File: src/rtl/cpu_periph_link_if.sv
// cpu_periph_link_if: observable signals of the CPU/peripheral send-ack link.
//   estadoCPU        - CPU FSM state register (4 bits)
//   estadoPeriferico - peripheral FSM state register (4 bits)
//   dados            - data word driven by the CPU side (4 bits)
//   send             - CPU request, data valid
//   ack              - peripheral acknowledge
//   dadosPeriferico  - last word captured by the peripheral (4 bits)
// The master modport is used by the link itself, which drives every signal.
// The slave modport is for observers such as monitors.
interface cpu_periph_link_if;
  logic [3:0] estadoCPU;
  logic [3:0] estadoPeriferico;
  logic [3:0] dados;
  logic       send;
  logic       ack;
  logic [3:0] dadosPeriferico;

  modport master (
    output estadoCPU,
    output estadoPeriferico,
    output dados,
    output send,
    output ack,
    output dadosPeriferico
  );

  modport slave (
    input estadoCPU,
    input estadoPeriferico,
    input dados,
    input send,
    input ack,
    input dadosPeriferico
  );
endinterface

File: src/rtl/cpu_periph_link.sv
// cpu_periph_link: a CPU-side transmitter FSM and a peripheral-side receiver FSM.
// They exchange an incrementing 4-bit word over a four-phase send/ack handshake.
// Ports:
//   clk  - rising-edge clock shared by both FSMs
//   rst  - synchronous, active-low reset
//   link - cpu_periph_link_if.master. It carries both state registers, the data
//          word, send, ack and the word captured by the peripheral. All of these
//          are registered outputs.
module cpu_periph_link (
  input  logic                clk,
  input  logic                rst,
  cpu_periph_link_if.master   link
);

  typedef enum logic [3:0] {
    CpuIdle = 4'd0,
    CpuSend = 4'd1,
    CpuWait = 4'd2,
    CpuNext = 4'd3
  } cpu_state_e;

  typedef enum logic [3:0] {
    PerIdle = 4'd0,
    PerAck  = 4'd1
  } per_state_e;

  cpu_state_e cpu_state_q, cpu_state_d;
  per_state_e per_state_q, per_state_d;
  logic [3:0] cnt_q, cnt_d;
  logic [3:0] dados_q, dados_d;
  logic       send_q, send_d;
  logic       ack_q, ack_d;
  logic [3:0] dperiph_q, dperiph_d;

  // CPU side: the counter advances only once ack has dropped. This means the
  // next word is never presented while the peripheral still holds the old one.
  always_comb begin
    cpu_state_d = cpu_state_q;
    send_d      = send_q;
    dados_d     = dados_q;
    cnt_d       = cnt_q;
    case (cpu_state_q)
      CpuIdle: begin
        cpu_state_d = CpuSend;
        send_d      = 1'b1;
        dados_d     = cnt_q;
      end
      CpuSend: begin
        if (ack_q) begin
          send_d      = 1'b0;
          cpu_state_d = CpuWait;
        end
      end
      CpuWait: begin
        if (!ack_q) begin
          cnt_d       = cnt_q + 4'd1;
          cpu_state_d = CpuNext;
        end
      end
      CpuNext: begin
        send_d      = 1'b1;
        dados_d     = cnt_q;
        cpu_state_d = CpuSend;
      end
      default: begin
        send_d      = 1'b0;
        cpu_state_d = CpuIdle;
      end
    endcase
  end

  // Peripheral side: the word is captured in the same cycle that ack is raised.
  always_comb begin
    per_state_d = per_state_q;
    ack_d       = ack_q;
    dperiph_d   = dperiph_q;
    case (per_state_q)
      PerIdle: begin
        if (send_q) begin
          dperiph_d   = dados_q;
          ack_d       = 1'b1;
          per_state_d = PerAck;
        end
      end
      PerAck: begin
        if (!send_q) begin
          ack_d       = 1'b0;
          per_state_d = PerIdle;
        end
      end
      default: begin
        ack_d       = 1'b0;
        per_state_d = PerIdle;
      end
    endcase
  end

  always_ff @(posedge clk) begin
    if (!rst) begin
      cpu_state_q <= CpuIdle;
      per_state_q <= PerIdle;
      cnt_q       <= 4'd0;
      dados_q     <= 4'd0;
      send_q      <= 1'b0;
      ack_q       <= 1'b0;
      dperiph_q   <= 4'd0;
    end else begin
      cpu_state_q <= cpu_state_d;
      per_state_q <= per_state_d;
      cnt_q       <= cnt_d;
      dados_q     <= dados_d;
      send_q      <= send_d;
      ack_q       <= ack_d;
      dperiph_q   <= dperiph_d;
    end
  end

  assign link.estadoCPU        = cpu_state_q;
  assign link.estadoPeriferico = per_state_q;
  assign link.dados            = dados_q;
  assign link.send             = send_q;
  assign link.ack              = ack_q;
  assign link.dadosPeriferico  = dperiph_q;

endmodule

File: src/flat_wrapper.sv
// flat-port wrapper written by rule: the top's interface ports become plain ports
module cpu_periph_link_flat 
  (clk, rst, link_estadoCPU, link_estadoPeriferico, link_dados, link_send, link_ack, link_dadosPeriferico);
  cpu_periph_link_if link_i ();
  input  logic clk;
  input  logic rst;
  output wire logic [$bits(link_i.estadoCPU)-1:0] link_estadoCPU;
  output wire logic [$bits(link_i.estadoPeriferico)-1:0] link_estadoPeriferico;
  output wire logic [$bits(link_i.dados)-1:0] link_dados;
  output wire logic [$bits(link_i.send)-1:0] link_send;
  output wire logic [$bits(link_i.ack)-1:0] link_ack;
  output wire logic [$bits(link_i.dadosPeriferico)-1:0] link_dadosPeriferico;
  assign link_estadoCPU = link_i.estadoCPU;
  assign link_estadoPeriferico = link_i.estadoPeriferico;
  assign link_dados = link_i.dados;
  assign link_send = link_i.send;
  assign link_ack = link_i.ack;
  assign link_dadosPeriferico = link_i.dadosPeriferico;
  cpu_periph_link u_core (.clk(clk), .rst(rst), .link(link_i));
endmodule
File: config.mk
export PLATFORM = sky130hd
export DESIGN_NAME = cpu_periph_link_flat
export DESIGN_NICKNAME = d
export VERILOG_FILES = /design/src/rtl/cpu_periph_link_if.sv /design/src/rtl/cpu_periph_link.sv /design/src/flat_wrapper.sv
export SDC_FILE = /design/constraint.sdc
export NUM_CORES = 1
export LEC_CHECK = 0
export CAP_MARGIN = 20
export CORE_MARGIN = 2
export CORE_UTILIZATION = 26
export CTS_CLUSTER_SIZE = 20
export DETAILED_ROUTE_END_ITERATION = 12
export HOLD_SLACK_MARGIN = 0.12
export PLACE_DENSITY = 0.5
export REMOVE_ABC_BUFFERS = 1
export SLEW_MARGIN = 20
export SYNTH_ARGS = -nofsm -noshare
export SYNTH_HDL_FRONTEND = slang
export SYNTH_SLANG_ARGS = --single-unit
File: constraint.sdc
create_clock -name clk -period 1.15 [get_ports clk]
set_input_delay 0.23 -clock clk [delete_from_list [all_inputs] [get_ports clk]]
set_output_delay 0.23 -clock clk [all_outputs]
set_load 0.05 [all_outputs]
# == Yosys cells after proc, flatten, opt, wreduce, memory -nomap -nowiden ==
# Cells that the tools add are included.
# totals
elab_cells,37
input_bits,2
out_inout_bits,18
reg_bits,22
# classes
eq_ne,8
bitwise,2
add_sub_neg,1
n_mux,11
n_reduce_logical,8
# ops
cell,count
4-bit 2-to-1 mux,4
4-bit case mux with 3 select lines,1
2-bit AND reduction,5
"4-bit by 1-bit equality test with 1-bit output, second input constant",2
"4-bit by 2-bit equality test with 1-bit output, second input constant",2
4-bit zero test,2
4-bit case mux with 2 select lines,1
"4-bit by 1-bit adder with 4-bit output, second input constant",1
"2-bit by 1-bit inequality test with 1-bit output, second input constant",2
"2-bit inequality test, second input constant",2
1-bit 2-to-1 mux,3
1-bit case mux with 3 select lines,1
1-bit NOT,2
1-bit case mux with 2 select lines,1
2-bit OR reduction,1

# == Longest topological paths before layout ==
# logic_depth
word_depth,3
depth_mapped,5
ltp_nobuf,5

# == Worst setup path before layout ==
# Ideal clock, no wire load.
# synth_path
kind,flip-flop to flip-flop
from,"reg u_core.cpu_state_q[0], in the netlist u_core.link.estadoCPU[0]"
to,reg u_core.cnt_q[3]
t_arrival_ps,1486
setup_ps,72
path_slack_ps,-408
period_less_slack_ps,1558
stages_incl_launch_ff,6
n_path_buf,0
cell_sequence,dfxtp_1 inv_1 ha_1 nor2b_2 nand4_1 mux2i_1
# synth_between
elab_chain_cells,2
# synth_lines
element,line_no,text
from (decl),cpu_periph_link.sv:27,"cpu_state_e cpu_state_q, cpu_state_d;"
from (signal assigned),cpu_periph_link.sv:100,cpu_state_q <= CpuIdle;
from (signal assigned),cpu_periph_link.sv:108,cpu_state_q <= cpu_state_d;
4-bit by 2-bit equality test with 1-bit output,cpu_periph_link.sv:42,case (cpu_state_q)
2-bit AND reduction (no line),-,
to (signal assigned),cpu_periph_link.sv:110,cnt_q <= cnt_d;
to (decl),cpu_periph_link.sv:29,"logic [3:0] cnt_q, cnt_d;"
# Every way passes these cells.
# A chain may end at the register's enable or synchronous reset.

# == Final worst setup path ==
# layout_path
from,"reg u_core.cpu_state_q[0], in the netlist u_core.link.estadoCPU[0]"
to,out link_estadoCPU[0]
# layout_lines
element,line_no,text
to (decl),flat_wrapper.sv:7,output wire logic [$bits(link_i.estadoCPU)-1:0] link_estadoCPU;
# No word-level cell between the ends.

==> flow_metrics.tcl <==
set metrics [dict create \
    hold_buffers 0 \
    power_density_nw_per_um2 2215 \
    antenna_found_initial 0 \
    worst_slack_ps -52.30 \
    seq_area_um2 329.1 \
    io_buffers 14 \
    route.detailed.drc 0 \
    synth-seq-cells 16 \
    num_io_pins 20 \
    hold_path_class "register to register" \
    finalSetupViolCount 5 \
    violations "negative setup slack" \
    gr-usage-all-layers 0.09788 \
    worstPathArrival_ps 970 \
    layout.nets 112 \
    syn_inst 75 \
    numClockSinks 16 \
    yosysSeqAreaShare 0.4369 \
    core_area_um2 2710 \
    final_layout_size_suffix_gt1_frac 0.4190 \
    synthFlopType "dfxtp_1" \
    syn_to_final_growth_pct 66.89 \
    status "complete, but fails checks" \
    dieHeight_um 57.11 \
    finalHoldViolCount 0 \
    drtPass1Iterations 3 \
    cp_max_fo 2 \
    ys_async_sr_fraction 0 \
    initial_utilization 0.2705 \
    cap_viol_max_count 0 \
    grt_pass1_wl_mm 2.518 \
    place_inst 130 \
    drtAntennaViolNets 0 \
    wire_per_inst_um 10.48 \
    yosysMostFrequentCell "dfxtp_1" \
    timing.final.crit_share 1.045 \
    critPathKind "register to primary output" \
    root_buffer "clkbuf_4" \
    syn_area_per_cell_um2 9.776 \
    synth_top_cell_by_area "dfxtp_1" \
    synth_edf_count 0 \
    chipWidth_um 57.11 \
    clk_latency_ps 290 \
    fmax_mhz 831.7 \
    grt_remaining_overflow 0 \
    grt_pass1_vias 608 \
    cts_inserted_buffers 3 \
    yosys-top-cells-count "dfxtp_1, mux2i_1, nor2_1" \
    end_kind "primary output" \
    fillers 274 \
    leakage_nw 0.5474 \
    final_cells 136 \
    num_vias 575 \
    synth_top_cell_area_share 0.4369 \
    fin_setup_tns_ps -104.1 \
    multi_input_area_um2 375.4 \
    clk_pin_slew_ps 100 \
    rsz0062_at_grt "true" \
    rows 19 \
    grt_start_max_net_pins 10 \
    vias_per_cell 4.228 \
    yosys-top-cells-area "dfxtp_1, mux2i_1, buf_4" \
    fin_crit_ps 1202 \
    drt-total-wl_mm 1.425 \
    rrSetupSlack_ps -20 \
    globalplace.congestion 0.7071 \
    cts.path.max_buffers 2 \
    skew_ps 5.662 \
    drt_iter0_drc 2 \
    dpl.hpwl_mm 1.089 \
    die-area_um2 3261 \
    drv_slew 0 \
    diodes 0 \
    netlist_area_um2 733.2 \
    htree_levels 1 \
    crit_required_ps 920 \
    cp-start-kind "register" \
    peakVddDrop_mv 1.099 \
    yosys_warnings 0 \
    cts_tree "done" \
    ys_types 21 \
]
[per-stage QoR]
stage                     setup slack [ps]  instance area (µm²)  power, mW  utilization  hold slack [ps]
final                               -52.30                 1224      2.710       0.4515            487.7
after global routing                -106.4                 1224      2.858       0.4515            544.2
after CTS                           -65.21                 1215      2.717       0.4483            487.8
after detailed placement            -71.81                 1109      2.131       0.4090            467.1
after global placement              -51.33                 1109      2.111       0.4090            462.5
after floorplan                     -673.2                686.9      1.459            -            351.7
[registers in the layout, indices dropped and copies added, names as in the netlist]
register	cells
u_core.link.send	1
u_core.link.dados	4
u_core.link.estadoCPU	2
u_core.link.dadosPeriferico	4
u_core.link.estadoPeriferico	1
u_core.cnt_q	4
[logic make-up after synthesis]
logic type	Yosys count	synth area share
other	1	0.005115
muxes	13	0.1775
and+or+nand+nor	20	0.1297
xor gates and xnor gates	3	0.03584
buffers and inverters	14	0.1092
DFF	16	0.4369
AOI/OAI and AO/OA	4	0.03755
adders and majority gates	4	0.06826
[final timing paths]
kind	from	to	cells past startpoint
worst max-delay path	u_core.link.estadoCPU[0]$_SDFFE_PN0P_	link_estadoCPU[0]	3
worst min-delay path	u_core.cnt_q[3]$_SDFFE_PN0P_	u_core.cnt_q[3]$_SDFFE_PN0P_	2
worst max register to register	u_core.link.estadoCPU[1]$_SDFFE_PN0P_	u_core.link.send$_SDFFE_PN0P_	6
worst min register to register	u_core.cnt_q[3]$_SDFFE_PN0P_	u_core.cnt_q[3]$_SDFFE_PN0P_	2
[cells in the final DEF (no fill, tap or decap), types with 2 or more instances in the layout]
cell type	instances
buf_12	14
ha_1	2
inv_1	4
buf_4	12
a21oi_1	2
dfxtp_1	11
nand2b_1	2
nor2_1	12
mux2i_1	13
dfxtp_2	4
conb_1	5
buf_6	4
xor2_1	2
clkbuf_4	3
[cell type report]
type	instances	area share
clock buffer	4	0.02965
inverter	5	0.01534
multi-input combinational	49	0.3067
sequential	16	0.2689
tap	31	0.03170
timing repair buffer	31	0.3476
[critical path, cell delays in order, from the launching register on]
cell and delay [ps]:
dfxtp_2 340, buf_6 110, buf_6 100, buf_12 130
[metal layers]
metal / vias to the layer above / GRT usage / wire, µm / part of all wire
met5: - / 0 / 0 / 0
met1: 273 / 0.1195 / 620 / 0.44
met2: 13 / 0.1658 / 733 / 0.51
met4: 0 / 0.03987 / 0 / 0
li1: 289 / - / - / -
met3: 0 / 0.02268 / 72 / 0.051
[report_power, final]
group | leakage (nW) | switching (mW) | internal (mW)
Combinational | 0.394 | 0.728 | 0.880
Sequential | 0.132 | 0.0793 | 0.648
Clock | 0.0210 | 0.182 | 0.193
[repair_timing]
action	4_1_cts	5_1_grt
setup buffers	2	0
resized for setup	11	5
endpoints found under the hold margin	0	0
pin swaps	0	1
endpoints found under the setup margin	13	15
(Power assumes the default switching activity.)
